===== config.mk =====
export PLATFORM = sky130hd
export DESIGN_NAME = exec_ctrl
export DESIGN_NICKNAME = d
export VERILOG_FILES = /design/src/rtl/exec_ctrl.sv
export SDC_FILE = /design/constraint.sdc
export NUM_CORES = 1
export LEC_CHECK = 0
export CAP_MARGIN = 20
export CELL_PAD_IN_SITES_DETAIL_PLACEMENT = 0
export CELL_PAD_IN_SITES_GLOBAL_PLACEMENT = 2
export CORE_MARGIN = 8
export CORE_UTILIZATION = 39
export CTS_CLUSTER_DIAMETER = 100
export DETAILED_ROUTE_END_ITERATION = 16
export GPL_TIMING_DRIVEN = 0
export HOLD_SLACK_MARGIN = 0.02
export PLACE_DENSITY = 0.95
export SYNTH_ARGS = -nofsm -noshare
export SYNTH_HDL_FRONTEND = slang
export SYNTH_SLANG_ARGS = --single-unit

===== constraint.sdc =====
create_clock -name clk -period 3.3 [get_ports clk]
set_input_delay 0.33 -clock clk [delete_from_list [all_inputs] [get_ports clk]]
set_output_delay 0.33 -clock clk [all_outputs]
set_load 0.1 [all_outputs]

===== src/rtl/exec_ctrl.sv =====
// Four-state instruction sequencer: accepts one instruction, reads operands, latches ALU
// results into the register file and flags, and pulses done. Fetch/execute throughput is 1 per 4 cycles.
module exec_ctrl (
  input  logic        clk,
  input  logic        rst_n,
  input  logic        instr_valid,
  output logic        instr_ready,
  input  logic [15:0] instr,
  output logic [7:0]  alu_a,
  output logic [7:0]  alu_b,
  output logic [2:0]  alu_opcode,
  input  logic [7:0]  alu_out,
  input  logic        alu_zero,
  input  logic        alu_carry,
  output logic        flag_z,
  output logic        flag_c,
  output logic        done,
  input  logic        ld_en,
  input  logic [2:0]  ld_addr,
  input  logic [7:0]  ld_data,
  input  logic [2:0]  dbg_addr,
  output logic [7:0]  dbg_data
);
  typedef enum logic [1:0] {IDLE, READ, EXEC, WB} state_t;

  state_t      state_q, state_d;
  logic [7:0]  regs_q [8];
  // {opcode[12:10], rd[9:7], rs_a[6:4], rs_b[3:1], wb_en[0]}
  logic [12:0] instr_q;
  logic        accept, ld_ok, rd_stage, ex_stage;
  logic        unused_bits;

  assign unused_bits = ^instr[2:0];

  always_ff @(posedge clk or negedge rst_n) begin
    if (!rst_n) state_q <= IDLE;
    else        state_q <= state_d;
  end

  always_comb begin
    state_d = state_q;
    case (state_q)
      IDLE:    if (instr_valid && instr_ready) state_d = READ;
      READ:    state_d = EXEC;
      EXEC:    state_d = WB;
      default: state_d = IDLE;
    endcase
  end

  always_comb begin
    instr_ready = rst_n && (state_q == IDLE);
    accept      = instr_ready && instr_valid;
    ld_ok       = (state_q == IDLE) && ld_en;
    rd_stage    = (state_q == READ);
    ex_stage    = (state_q == EXEC);
  end

  always_ff @(posedge clk or negedge rst_n) begin
    if (!rst_n) begin
      instr_q    <= '0;
      alu_a      <= '0;
      alu_b      <= '0;
      alu_opcode <= '0;
      flag_z     <= 1'b0;
      flag_c     <= 1'b0;
      done       <= 1'b0;
    end else begin
      if (accept) instr_q <= instr[15:3];
      if (rd_stage) begin
        alu_a      <= regs_q[instr_q[6:4]];
        alu_b      <= regs_q[instr_q[3:1]];
        alu_opcode <= instr_q[12:10];
      end
      done <= ex_stage;
      if (ex_stage) begin
        flag_z <= alu_zero;
        // carry is architecturally meaningful only for add/sub
        if (instr_q[12:11] == 2'b00) flag_c <= alu_carry;
      end
    end
  end

  // Preload only in IDLE and writeback only in EXEC, so the two never collide.
  always_ff @(posedge clk or negedge rst_n) begin
    if (!rst_n) begin
      for (int i = 0; i < 8; i++) regs_q[i] <= '0;
    end else begin
      if (ld_ok) regs_q[ld_addr] <= ld_data;
      if (ex_stage && instr_q[0]) regs_q[instr_q[9:7]] <= alu_out;
    end
  end

  assign dbg_data = regs_q[dbg_addr];
endmodule


==> results of run 1 <==
## cells by family after synthesis
family,after synthesis,synth area share
simple gates,214,0.176
compound gates,177,0.177
flops,101,0.391
buf+inv,91,0.0644
mux,91,0.186
fa+ha+maj,3,0.00580
## power breakdown
group	leakage [nW]	internal (mW)	total (mW)	switching, mW
clock network	0.165	0.731	1.23	0.496
logic	1.58	1.82	5.23	3.41
registers	1.20	1.88	2.61	0.732
## cell type report
type                            instances  area, um^2  area share
Clock inverter                          4        76.3      0.0100
Timing Repair Buffer                   53         546      0.0715
Clock buffer                           12         267      0.0349
Inverter                                2        7.51    0.000983
Tap cell                              220         275      0.0361
Multi-Input combinational cell        485        3530       0.462
Sequential cell                       101        2530       0.331
Buffer                                 89         409      0.0536
## cell usage in the layout, fill, tap and decap left out, types with 2 or more instances in the layout
cell type | synthesis | routed
mux4_1 | 8 | 8
nand3_1 | 83 | 83
or2_1 | 2 | 2
a211o_1 | 16 | 16
nand2b_1 | 6 | 6
buf_2 | 23 | 23
clkdlybuf4s50_1 | 0 | 51
ha_1 | 3 | 3
dfrtp_1 | 101 | 101
bufinv_16 | 0 | 2
mux2_2 | 19 | 19
and2_1 | 2 | 2
mux2_4 | 8 | 8
a31oi_1 | 65 | 65
or2_2 | 8 | 8
mux4_2 | 8 | 8
nor2_1 | 5 | 5
inv_1 | 2 | 2
nand3b_1 | 2 | 2
clkbuf_1 | 42 | 42
clkbuf_2 | 3 | 3
nand2_1 | 4 | 4
nor3_1 | 64 | 64
mux2i_1 | 48 | 48
a22oi_1 | 16 | 16
buf_1 | 14 | 14
clkbuf_16 | 0 | 9
buf_4 | 5 | 6
nor2b_1 | 36 | 36
o21ai_0 | 64 | 64
a41o_1 | 16 | 16
clkbuf_8 | 0 | 3
## routing by layer
metal  up-vias  global-route usage
li1       2684                   -
met1      3007               0.316
met2       374               0.337
met3        56              0.0351
met4         0               0.113
met5         -                   0
## per-stage QoR
stage                     setup TNS (ns)  instance area (um^2)  std cells
after global routing                   0                  7630        966
after floorplan                        0                  6470        677
after CTS                              0                  7630        966
final                                  0                  7630        966
after global placement           -241.22                  7270        949
after detailed placement               0                  7290        950
## final timing paths
check	from	endpoint	slack, ns
worst max-delay path	dbg_addr[1]	dbg_data[0]	0.32
worst min-delay path	rst_n	regs_q[38]	0.05
worst max register to register	state_q[0]	regs_q[27]	1.20
worst min register to register	flag_c	flag_c	0.51
max in group asynchronous	rst_n	instr_q[10]	2.53
min in group clk	ld_data[7]	regs_q[31]	0.48
## sequential cells by signal, summed over array words and instances (netlist names)
register,count
done,1
alu_a,8
instr_q,13
flag_z,1
regs_q,64
alu_b,8
alu_opcode,3
flag_c,1
state_q,2
==> flow_metrics.env, run 1 <==
export IMPL_cts_resized=0
export IMPL_gp_congestion=0.924
export IMPL_synth_area_um2=6470
export IMPL_clock_skew_ns=0.0107
export IMPL_clk_latency_ns=0.35
export IMPL_max_freq_mhz=335
export IMPL_wl_per_cell_um=24.5
export IMPL_cts_tree="yes"
export IMPL_cp_num_cells=5
export IMPL_rsz0062_at_grt="no"
export IMPL_synthTopCellsByCount="dfrtp_1, nand3_1, a31oi_1"
export IMPL_crit_arrival_ns=2.65
export IMPL_die_y_um=145
export IMPL_grt_pass1_wl_um=35600
export IMPL_slowest_delay_ns=0.98
export IMPL_port_buffers=52
export IMPL_ys_ff_latch=101
export IMPL_drive_above_1_share=0.126
export IMPL_root_buffer="clkbuf_16"
export IMPL_cp_top_family="buffers and inverters"
export IMPL_max_cap_violations=0
export IMPL_p_leak_nw=2.95
export IMPL_highest_layer="met4"
export IMPL_fin_ws_ns=0.316
export IMPL_hold_path_class="input pin to async pin"
export IMPL_cts_max_level=3
export IMPL_drc_errors=0
export IMPL_n_fill_cell=1519
export IMPL_numClockSinks=101
export IMPL_ios=75
export IMPL_syn2layout_area_growth_pct=18.0
export IMPL_critPathKind="input pin to output pin"
export IMPL_postCtsSetupBuffers=0
export IMPL_hpwl_um=17500
export IMPL_ir_drop_mv=0.808
export IMPL_die_w_um=145
export IMPL_yosysMostFrequentCell="dfrtp_1"
export IMPL_synth_ff_type="dfrtp_1"
export IMPL_met3_length_um=2350
export IMPL_clock_path_buffers=2
export IMPL_hold_violations=0
export IMPL_ys_types=32
export IMPL_crit_path_top_delay_cell="clkdlybuf4s50_1"
export IMPL_initial_core_util=0.394
export IMPL_synth_fp_nets=724
export IMPL_die_area_um2=21000
export IMPL_ys_warn_count=0
export IMPL_vias=6121
export IMPL_dr_wl_met2_um=10600
export IMPL_status="finished, final reports clean"
export IMPL_diodes=0
export IMPL_startpoint_type="input pin"
export IMPL_crit_required_ns=2.97
export IMPL_coreArea_um2=16400
export IMPL_powerDensity_nw_per_um2=1190
export IMPL_wl_um=23700
export IMPL_drtIter0Drc=820
export IMPL_tightest_slew_ns=0.987
export IMPL_synth_edf_count=0
export IMPL_avgViaCountPerCell=6.34
export IMPL_period_minus_slack_ns=2.98
export IMPL_rows=47
export IMPL_timing_final_crit_share=0.904
export IMPL_utilization=0.465
export IMPL_reg2reg_depth=6
export IMPL_cts_clk_slew_worst_paths_ns=0.07
export IMPL_holdWs_ns=0.0497
export IMPL_crit_fanout=10
export IMPL_grt_antenna_before_repair=0
export IMPL_end_kind="output pin"
export IMPL_yosys_top_cells_area="dfrtp_1, mux2i_1, nand3_1, a31oi_1, nor3_1"
export IMPL_nets=788
export IMPL_grt_max_degree=56
export IMPL_crit_buf_inv=3
export IMPL_firstDrtPassIters=6
export IMPL_slew_headroom=0.340
export IMPL_grt_usage=0.228
export IMPL_wl_met1_um=9850
export IMPL_synth_top_area_frac=0.391
export IMPL_dp_slack_ns=0.339
export IMPL_grt_overflow=0
export IMPL_yosys_area_top_type="dfrtp_1"
export IMPL_drtAntennaViolNets=0
export IMPL_setup_viol=0
export IMPL_async_flop_share=1.00
export IMPL_crit_chain="clkbuf_1 -> buf_2 -> mux4_2 -> mux2_4 -> clkdlybuf4s50_1"
export IMPL_cts_hold_buf=0
export IMPL_grt_pass1_vias=5938
export IMPL_p_total_mw=9.07
export IMPL_syn_area_per_cell_um2=9.56
export IMPL_numCtsBuffers=9
export IMPL_seq_area_frac_synth=0.391
export IMPL_netlist_instances=677
export IMPL_slew_violations=0
(Power assumes the default switching activity.)
==> run 2: changes to the inputs <==
Settings changed: ABC_CLOCK_PERIOD_IN_PS set to 3300.
==> results of run 2 <==
No change in the layout: final DEF, timing and power equal those of run 1.
